$ cat src/rtl/cache_pkg.sv
// Shared definitions for the cache line path. The cache controller, the main
// memory model and the line sequencer all agree on these values.
//   ADDR_W     : memory address width
//   WORD_W     : bits per memory word (one beat)
//   LINE_WORDS : words per cache line (beats per transfer phase)
//   OFF_W      : log2(LINE_WORDS), the offset bits inside a line address
//   LINE_W     : width of a whole cache line
//   seq_state_t: line sequencer states
package cache_pkg;

    localparam int ADDR_W     = 32;
    localparam int WORD_W     = 8;
    localparam int LINE_WORDS = 8;
    localparam int OFF_W      = 3;
    localparam int LINE_W     = LINE_WORDS * WORD_W;

    typedef enum logic [1:0] {
        IDLE = 2'd0,
        WB   = 2'd1,
        FILL = 2'd2,
        DONE = 2'd3
    } seq_state_t;

    // Clear the offset bits so that any address inside a line maps to its base.
    function automatic logic [ADDR_W-1:0] line_base(input logic [ADDR_W-1:0] addr);
        return addr & ~ADDR_W'(LINE_WORDS - 1);
    endfunction

    // Beat address inside an aligned line. The beat index only ever occupies
    // the offset bits, so it can never carry into the tag/index part.
    function automatic logic [ADDR_W-1:0] beat_addr(input logic [ADDR_W-1:0] base,
                                                    input logic [OFF_W-1:0]  beat);
        return base | ADDR_W'(beat);
    endfunction

endpackage

$ cat src/rtl/sat_counter.sv
// Saturating event counter with synchronous clear.
//   clk   : clock
//   clr_i : synchronous clear (active high)
//   inc_i : count one event this cycle
//   cnt_o : registered count, sticks at all-ones
module sat_counter #(
    parameter int CNT_W = 16
) (
    input  logic             clk,
    input  logic             clr_i,
    input  logic             inc_i,
    output logic [CNT_W-1:0] cnt_o
);

    logic [CNT_W-1:0] cnt_q;
    logic [CNT_W-1:0] cnt_d;

    always_comb begin
        cnt_d = cnt_q;
        if (inc_i && (cnt_q != '1)) begin
            cnt_d = cnt_q + CNT_W'(1);
        end
    end

    always_ff @(posedge clk) begin
        if (clr_i) begin
            cnt_q <= '0;
        end else begin
            cnt_q <= cnt_d;
        end
    end

    assign cnt_o = cnt_q;

endmodule

$ cat src/rtl/cache_line_sequencer.sv
// Whole-line transfer sequencer between the cache controller and byte-wide
// main memory. One accepted job runs an optional victim writeback followed by
// a refill; the refilled line is returned with a one-cycle done pulse.
//   clk, rst               : clock, synchronous active-high reset
//   req_valid/req_ready    : job handshake (ready only while idle)
//   req_wb                 : job carries a dirty victim
//   wb_addr, wb_line       : victim line address and data (word k at [8k+7:8k])
//   fill_addr              : refill line address (offset bits ignored)
//   done, fill_line        : completion pulse and refilled line
//   mem_addr/mem_wdata     : beat address and write data
//   mem_we/mem_re          : write/read strobes, held until acknowledged
//   mem_rdata/mem_ack      : read data and beat acknowledge
//   fill_cnt, wb_cnt       : saturating completion statistics
module cache_line_sequencer
    import cache_pkg::*;
#(
    parameter int CNT_W = 16
) (
    input  logic              clk,
    input  logic              rst,
    input  logic              req_valid,
    output logic              req_ready,
    input  logic              req_wb,
    input  logic [ADDR_W-1:0] wb_addr,
    input  logic [LINE_W-1:0] wb_line,
    input  logic [ADDR_W-1:0] fill_addr,
    output logic              done,
    output logic [LINE_W-1:0] fill_line,
    output logic [ADDR_W-1:0] mem_addr,
    output logic [WORD_W-1:0] mem_wdata,
    output logic              mem_we,
    output logic              mem_re,
    input  logic [WORD_W-1:0] mem_rdata,
    input  logic              mem_ack,
    output logic [CNT_W-1:0]  fill_cnt,
    output logic [CNT_W-1:0]  wb_cnt
);

    seq_state_t        state_q,     state_d;
    logic [OFF_W-1:0]  beat_q,      beat_d;
    logic [ADDR_W-1:0] wb_base_q,   wb_base_d;
    logic [ADDR_W-1:0] fill_base_q, fill_base_d;
    logic [LINE_W-1:0] wb_line_q,   wb_line_d;
    logic [ADDR_W-1:0] mem_addr_q,  mem_addr_d;
    logic [WORD_W-1:0] mem_wdata_q, mem_wdata_d;
    logic              mem_we_q,    mem_we_d;
    logic              mem_re_q,    mem_re_d;
    logic              done_q,      done_d;
    logic              req_ready_q, req_ready_d;

    logic [LINE_WORDS-1:0] fill_we;
    logic                  wb_inc;
    logic                  fill_inc;
    logic                  last_beat;
    logic [OFF_W-1:0]      beat_nxt;

    assign last_beat = (beat_q == OFF_W'(LINE_WORDS - 1));
    assign beat_nxt  = beat_q + OFF_W'(1);

    always_comb begin
        state_d     = state_q;
        beat_d      = beat_q;
        wb_base_d   = wb_base_q;
        fill_base_d = fill_base_q;
        wb_line_d   = wb_line_q;
        mem_addr_d  = mem_addr_q;
        mem_wdata_d = mem_wdata_q;
        mem_we_d    = mem_we_q;
        mem_re_d    = mem_re_q;
        fill_we     = '0;
        wb_inc      = 1'b0;
        fill_inc    = 1'b0;

        case (state_q)
            IDLE: begin
                if (req_valid && req_ready_q) begin
                    wb_base_d   = line_base(wb_addr);
                    fill_base_d = line_base(fill_addr);
                    wb_line_d   = wb_line;
                    beat_d      = '0;
                    if (req_wb) begin
                        state_d     = WB;
                        mem_we_d    = 1'b1;
                        mem_addr_d  = line_base(wb_addr);
                        // First write beat comes straight from the request so
                        // the strobe can go out on the acceptance edge.
                        mem_wdata_d = wb_line[WORD_W-1:0];
                    end else begin
                        state_d    = FILL;
                        mem_re_d   = 1'b1;
                        mem_addr_d = line_base(fill_addr);
                    end
                end
            end

            WB: begin
                if (mem_ack) begin
                    if (last_beat) begin
                        // Hand straight over to the refill: the write strobe
                        // drops on the same edge the read strobe rises.
                        mem_we_d   = 1'b0;
                        wb_inc     = 1'b1;
                        state_d    = FILL;
                        mem_re_d   = 1'b1;
                        beat_d     = '0;
                        mem_addr_d = fill_base_q;
                    end else begin
                        beat_d      = beat_nxt;
                        mem_addr_d  = beat_addr(wb_base_q, beat_nxt);
                        mem_wdata_d = wb_line_q[int'(beat_nxt)*WORD_W +: WORD_W];
                    end
                end
            end

            FILL: begin
                if (mem_ack) begin
                    fill_we[beat_q] = 1'b1;
                    if (last_beat) begin
                        mem_re_d = 1'b0;
                        fill_inc = 1'b1;
                        state_d  = DONE;
                        beat_d   = '0;
                    end else begin
                        beat_d     = beat_nxt;
                        mem_addr_d = beat_addr(fill_base_q, beat_nxt);
                    end
                end
            end

            DONE: begin
                state_d = IDLE;
            end

            default: begin
                state_d = IDLE;
            end
        endcase

        // Handshake outputs are registered images of the next state.
        req_ready_d = (state_d == IDLE);
        done_d      = (state_d == DONE);
    end

    always_ff @(posedge clk) begin
        if (rst) begin
            state_q     <= IDLE;
            beat_q      <= '0;
            wb_base_q   <= '0;
            fill_base_q <= '0;
            wb_line_q   <= '0;
            mem_addr_q  <= '0;
            mem_wdata_q <= '0;
            mem_we_q    <= 1'b0;
            mem_re_q    <= 1'b0;
            done_q      <= 1'b0;
            req_ready_q <= 1'b1;
        end else begin
            state_q     <= state_d;
            beat_q      <= beat_d;
            wb_base_q   <= wb_base_d;
            fill_base_q <= fill_base_d;
            wb_line_q   <= wb_line_d;
            mem_addr_q  <= mem_addr_d;
            mem_wdata_q <= mem_wdata_d;
            mem_we_q    <= mem_we_d;
            mem_re_q    <= mem_re_d;
            done_q      <= done_d;
            req_ready_q <= req_ready_d;
        end
    end

    // One register per fill word, each loaded only on its own beat's ack.
    genvar gi;
    generate
        for (gi = 0; gi < LINE_WORDS; gi++) begin : g_fill
            logic [WORD_W-1:0] word_q;

            always_ff @(posedge clk) begin
                if (rst) begin
                    word_q <= '0;
                end else if (fill_we[gi]) begin
                    word_q <= mem_rdata;
                end
            end

            assign fill_line[gi*WORD_W +: WORD_W] = word_q;
        end
    endgenerate

    sat_counter #(.CNT_W(CNT_W)) u_fill_cnt (
        .clk   (clk),
        .clr_i (rst),
        .inc_i (fill_inc),
        .cnt_o (fill_cnt)
    );

    sat_counter #(.CNT_W(CNT_W)) u_wb_cnt (
        .clk   (clk),
        .clr_i (rst),
        .inc_i (wb_inc),
        .cnt_o (wb_cnt)
    );

    assign req_ready = req_ready_q;
    assign done      = done_q;
    assign mem_addr  = mem_addr_q;
    assign mem_wdata = mem_wdata_q;
    assign mem_we    = mem_we_q;
    assign mem_re    = mem_re_q;

endmodule

$ cat config.mk
export PLATFORM = sky130hd
export DESIGN_NAME = cache_line_sequencer
export DESIGN_NICKNAME = d
export VERILOG_FILES = /design/src/rtl/cache_pkg.sv /design/src/rtl/sat_counter.sv /design/src/rtl/cache_line_sequencer.sv
export SDC_FILE = /design/constraint.sdc
export NUM_CORES = 1
export LEC_CHECK = 0
export CORE_MARGIN = 2
export CORE_UTILIZATION = 30
export CTS_CLUSTER_DIAMETER = 60
export DETAILED_ROUTE_END_ITERATION = 6
export HOLD_SLACK_MARGIN = 0.15
export PLACE_DENSITY = 0.53
export SYNTH_ARGS = -nofsm -noshare
export SYNTH_HDL_FRONTEND = slang
export SYNTH_SLANG_ARGS = --single-unit
$ cat constraint.sdc
create_clock -name clk -period 3.9 [get_ports clk]
set_input_delay 0.39 -clock clk [delete_from_list [all_inputs] [get_ports clk]]
set_output_delay 0.39 -clock clk [all_outputs]
set_load 0.05 [all_outputs]
==> flow_summary_export.csv, run 1 <==
group,metric,value,unit
power_and_ir_drop,p_leak,5.48,nW
die,die_y,200,µm
sta,maxSlewViolCount,0,
yosys,yosys.area_share.simple,0.195,
yosys,synthTopCellsByArea,"dfxtp_1 46%, nand2_1 8.5%, a21oi_1 7.9%",
yosys,synthMuxAreaShare,0.108,
clock_tree,cts_tree,"built",
power_and_ir_drop,powerDensity,642,nW/µm²
die,start_util,0.305,
yosys,synth.most_common_cell,"dfxtp_1",
setup_path,path_cells,"ha_1 -> ha_1 -> mux4_2 -> mux2_2 -> nand4_1 -> o311ai_0",
clock_tree,clockBufferDepth,3,
worst_hold_path,hp-class,"input port to flip-flop",
setup_path,startpoint_type,"flip-flop",
detailed_routing,viasPerCell,4.86,
yosys,ys_types,62,
yosys,synth_area,11500,µm²
sta,grt_setup_unrepaired,"false",
yosys,synthXorXnorAreaFrac,0,
placement,place_hpwl,23200,µm
sta,period_share,0.691,
power_and_ir_drop,peakVddDrop,0.449,mV
setup_path,path_max_fanout,17,
detailed_routing,ant_nets,0,
clock_tree,cts_made_buffers,34,
yosys,synth_enable_flop_cells,0,
global_route,grt.overflow.total,0,
placement,gp_congestion,0.818,
clock_tree,cts_resized,0,
clock_tree,clkTransAtPathRegs,60,ps
global_route,gr-usage-met3,0.0381,
yosys,syn_avg_cell_area,8.75,µm²
setup_path,cpPeakStageDelay,870,ps
yosys,async_flop_share,0,
die,die_w,200,µm
global_route,grt_start_max_net_pins,116,
die,die_area,39900,µm²
yosys,syn-num-nets,1464,
sta,tightestPinTransition,1060,ps
yosys,syn_inst,1314,
clock_tree,h-tree-depth,2,
detailed_routing,drt_iter0_drc,517,
global_route,antenna_found_initial,4,
outcome,status,"completed",
sta,slew-limit-headroom,0.294,
setup_path,cpMostUsedCell,"ha_1",
detailed_routing,wl_per_cell,17.2,µm
global_route,grt_pass1_vias,9467,
run,drv_cap,0,
yosys,synth_compound_area_frac,0.179,
final_layout,drive_gt1_frac,0.0793,
yosys,synth_common_cells,"267 x dfxtp_1, 260 x nand2_1, 182 x a21oi_1",
detailed_routing,drc,0,
setup_path,arrival,3040,ps
detailed_routing,firstDrtPassIters,5,
clock_tree,cts_sinks,267,
yosys,ys_ff_latch,267,
sta,fmax,371,MHz
yosys,synth_ff_type,"dfxtp_1",
global_route,top_usage_layer,"met2",
sta,setup_viol,0,
final_layout,synthToLayoutAreaGrowth,36.1,%
die,num_io_pins,281,
setup_path,crit_type,"flip-flop to flip-flop",
detailed_routing,vias,10039,
final_layout,final_area,15700,µm²
final_layout,fill_cells,3793,
global_route,track_usage,0.174,
yosys,synth_top_area_share,0.465,
clock_tree,clk_latency,520,ps
clock_tree,cts-root-buf,"clkbuf_16",
sta,finalSetupTns,0,ps
die,row_count,71,
yosys,ys.warnings.count,0,
global_route,grt_pass1_wl,54500,µm
setup_path,endpoint_kind,"flip-flop",
clock_tree,cts_setup_buffers,0,
setup_path,required,4250,ps
die,core,37800,µm²
placement,place_area,14600,µm²
placement,portBuffers,274,
sta,finalHoldViolCount,0,
clock_tree,postCtsHoldBufs,0,
global_route,use_met2,0.275,
sta,finalCriticalPeriod,2690,ps
setup_path,cp_slowest_cell,"ha_1",
global_route,grt_use_met1,0.238,
detailed_routing,totalWireLength,35500,µm
yosys,synth_top_family_by_area,"simple AND/OR/NAND/NOR gates",
yosys,seq_area_frac_synth,0.465,
final_layout,nets,1678,
yosys,netlist.top_cell.by_area,"dfxtp_1",
sta,clock_skew,15.0,ps
yosys,synthAdderAreaFrac,0.00979,
## worst max-delay path, delay by kind of cell (launching register included)
| family | cells | cell delay (ps) |
|---|---|---|
| and+or+nand+nor | 1 | 90 |
| muxes | 2 | 780 |
| AOI/OAI and AO/OA | 1 | 130 |
| adders and majority gates | 2 | 1120 |
| DFF | 1 | 400 |
## metrics by stage
| step | util | std cells | total power [mW] | hold WS (ps) | worst slack, ps |
|---|---|---|---|---|---|
| after floorplan | - | 1314 | 5.96 | 433 | 1680 |
| after global placement | 0.386 | 2003 | 7.08 | 442 | 1220 |
| after detailed placement | 0.386 | 2003 | 7.10 | 447 | 1220 |
| after CTS | 0.414 | 2062 | 10.2 | 377 | 1210 |
| after global routing | 0.415 | 2063 | 10.6 | 414 | 1020 |
| final | 0.415 | 2064 | 10.0 | 392 | 1210 |
## sequential cells by signal, indices dropped and copies added (netlist names)
name / cells
done: 1
beat_q: 3
mem_addr: 32
mem_we: 1
mem_re: 1
mem_wdata: 8
fill_base_q: 29
wb_line_q: 64
u_fill_cnt.cnt_o: 16
g_fill.word_q: 64
wb_base_q: 29
req_ready: 1
state_q: 2
u_wb_cnt.cnt_o: 16
## cell usage in the layout (no fill, tap or decap), types with 17 or more instances in the layout
master / synthesis / layout
clkdlybuf4s50_1: 0 / 272
dfxtp_1: 267 / 267
nand2_1: 260 / 260
a21oi_1: 182 / 182
nor2_1: 85 / 85
mux2i_1: 69 / 69
nor2b_1: 37 / 36
clkbuf_16: 0 / 35
a211oi_1: 33 / 33
a22oi_1: 30 / 30
a22o_1: 29 / 29
mux2_2: 17 / 17
## path summary, 6_finish.rpt
path,from,end,slack (ps),depth (start not counted)
worst max-delay path,beat_q[0],mem_wdata[6],1210,6
worst min-delay path,req_wb,mem_we,390,5
worst max register to register,beat_q[0],mem_wdata[6],1210,6
worst min register to register,wb_line_q[18],wb_line_q[18],450,2
## metal layers
layer,part of all wire,routed length [µm]
met1,0.47,16700
met2,0.46,16200
met3,0.055,1950
met4,0.019,666
met5,0.00076,27
## where the power goes
group          switching (mW)  internal [mW]
registers               0.279           3.19
clock network            1.19           1.83
logic                    2.28           1.28
total                    3.75           6.30
## cell type report
| class | count | area [µm²] | share of cell area |
|---|---|---|---|
| clock inverters | 8 | 78.8 | 0.00504 |
| multi-input cells | 925 | 5670 | 0.362 |
| inverters | 15 | 56.3 | 0.00360 |
| diodes | 2 | 5.00 | 0.000320 |
| clock buffers | 51 | 996 | 0.0636 |
| repair buffers | 285 | 2860 | 0.183 |
| well taps | 511 | 639 | 0.0408 |
| flip-flops and latches | 267 | 5350 | 0.341 |
## cells by family after synthesis
family	after synthesis
AND/OR/NAND/NOR	487
multiplexers	102
buffers and inverters	122
AO/OA/AOI/OAI	327
flip-flops	267
adder cells (fa/ha/maj)	9
No activity file was read; power rests on OpenSTA's default activity.
==> inputs of run 2 (changes only) <==
--- a/config.mk
+++ b/config.mk
@@ -10,7 +10,7 @@
 export CTS_CLUSTER_DIAMETER = 60
 export DETAILED_ROUTE_END_ITERATION = 6
 export HOLD_SLACK_MARGIN = 0.15
-export PLACE_DENSITY = 0.53
+export PLACE_DENSITY = 0.55
 export SYNTH_ARGS = -nofsm -noshare
 export SYNTH_HDL_FRONTEND = slang
 export SYNTH_SLANG_ARGS = --single-unit
==> constraint.sdc (replaced) <==
create_clock -name clk -period 2.2 [get_ports clk]
set_input_delay 0.22 -clock clk [delete_from_list [all_inputs] [get_ports clk]]
set_output_delay 0.22 -clock clk [all_outputs]
set_load 0.05 [all_outputs]
==> flow_summary_export.csv, run 2 (synthesis gave the netlist of run 1 again) <==
group,metric,value,unit
outcome,status,"completed",
sta,fmax,468,MHz
sta,finalSetupTns,0,ps
sta,finalCriticalPeriod,2140,ps
sta,holdWs,255,ps
setup_path,required,1980,ps
global_route,grt_pass1_wl,55400,µm
placement,place_area,15000,µm²
clock_tree,h-tree-depth,2,
clock_tree,cts_sinks,267,
global_route,grt_start_max_net_pins,98,
placement,post-place-ws,68.5,ps
sta,tightestPinTransition,633,ps
final_layout,drive_gt1_frac,0.110,
placement,dpl.cell_count,2037,
die,die_area,39900,µm²
sta,slew-limit-headroom,0.578,
die,core,37800,µm²
sta,layout_setup_ws,63.2,ps
detailed_routing,totalWireLength,36400,µm
setup_path,crit_family,"buffers and inverters",
run,drv_cap,0,
detailed_routing,drc,0,
power_and_ir_drop,p_clk_frac,0.304,
power_and_ir_drop,swShare,0.367,
setup_path,cp_slowest_cell,"clkdlybuf4s50_1",
final_layout,final_common_cell,"clkdlybuf4s50_1",
final_layout,synthToLayoutAreaGrowth,41.6,%
power_and_ir_drop,p_sw,6.85,mW
die,num_io_pins,281,
clock_tree,clockBufferDepth,3,
clock_tree,clk_latency,510,ps
clock_tree,clkTransAtPathRegs,60,ps
setup_path,endpoint_kind,"output pin",
detailed_routing,drt_iter0_drc,543,
setup_path,arrival,1920,ps
clock_tree,cts-root-buf,"clkbuf_16",
die,die_y,200,µm
final_layout,nets,1718,
setup_path,path_max_fanout,7,
clock_tree,cts_made_buffers,35,
final_layout,final_area,16300,µm²
clock_tree,cts_tree,"built",
setup_path,cpPeakStageDelay,920,ps
detailed_routing,ant_nets,0,
sta,grt_setup_unrepaired,"false",
detailed_routing,vias,10348,
final_layout,mostFrequentLayoutCells,"272 x clkdlybuf4s50_1, 263 x dfxtp_1, 260 x nand2_1, 182 x a21oi_1, 85 x nor2_1",
sta,finalHoldViolCount,0,
detailed_routing,viasPerCell,4.92,
sta,period_share,0.971,
power_and_ir_drop,powerDensity,1150,nW/µm²
setup_path,critPathBufInv,1,
global_route,track_usage,0.176,
placement,portBuffers,274,
sta,maxSlewViolCount,0,
setup_path,path_cells,"clkdlybuf4s50_1",
die,row_count,71,
detailed_routing,firstDrtPassIters,4,
setup_path,crit_type,"flip-flop to output pin",
setup_path,startpoint_type,"flip-flop",
placement,place_hpwl,23700,µm
power_and_ir_drop,p_comb_frac,0.367,
global_route,grt.overflow.total,0,
worst_hold_path,hp-class,"input port to flip-flop",
power_and_ir_drop,peakVddDrop,0.686,mV
sta,setup_viol,0,
die,start_util,0.305,
global_route,antenna_found_initial,2,
sta,clock_skew,20.0,ps
final_layout,fin_cells,2105,
power_and_ir_drop,p_int,11.8,mW
die,die_w,200,µm
placement,gp_congestion,0.795,
detailed_routing,wl_per_cell,17.3,µm
power_and_ir_drop,seqPwrFrac,0.329,
global_route,grt_pass1_vias,9902,
power_and_ir_drop,p_leak,5.78,nW
[run 2: cell types whose count changed in the layout (fill, tap and decap cells not counted), sizes merged]
cell         change
diode            -1
bufinv           +1
dlygate4sd3      +1
buf             +36
inv              +1
clkinv           +1
clkbuf           +2
[run 2: what timing repair did]
item / CTS / global route
hold buffers: 1 / 0
buffers inserted: 0 / 1
endpoints found under the hold margin: 9 / 0
setup endpoints to repair: 0 / 34
gates resized for setup: 0 / 9
[run 2: final cells by class]
type,count,area [µm²]
Timing Repair Buffer,324,3410
Tap cell,511,639
Multi-Input combinational cell,925,5680
Inverter,15,56.3
Clock buffer,51,1030
Fill cell,3724,21500
Clock inverter,11,121
Antenna cell,1,2.50
Sequential cell,267,5350
[run 2: path summary, 6_finish.rpt]
kind	from	endpoint	slack [ps]	depth (start not counted)
max reg2reg	state_q[1]	mem_addr[17]	90	8
min reg2reg	wb_line_q[12]	wb_line_q[12]	450	2
min	wb_line[40]	wb_line_q[40]	260	3
max	req_ready	req_ready	60	1
[run 2: metrics by stage]
stage           util  total power [mW]
6_report       0.431              18.7
5_1_grt        0.431              19.7
4_1_cts        0.429              18.7
3_5_place_dp   0.398              13.0
3_3_place_gp   0.398              12.9
2_1_floorplan      -              10.6
[run 2: per-layer routing]
metal  vias up  track usage  wire length, µm
li1       5123            -                -
met3        56       0.0378             2120
met4         2       0.0466              675
met1      4916        0.235            16700
met5         -            0               12
met2       251        0.288            16900
[run 2: power by group through the flow]
stage / clock network (mW) / registers, mW / logic [mW]
floorplan: 0 / 7.29 / 3.27
global placement: 0 / 6.22 / 6.70
detailed placement: 0 / 6.23 / 6.76
CTS: 5.82 / 6.14 / 6.78
global route: 6.00 / 6.24 / 7.41
finish: 5.67 / 6.14 / 6.84
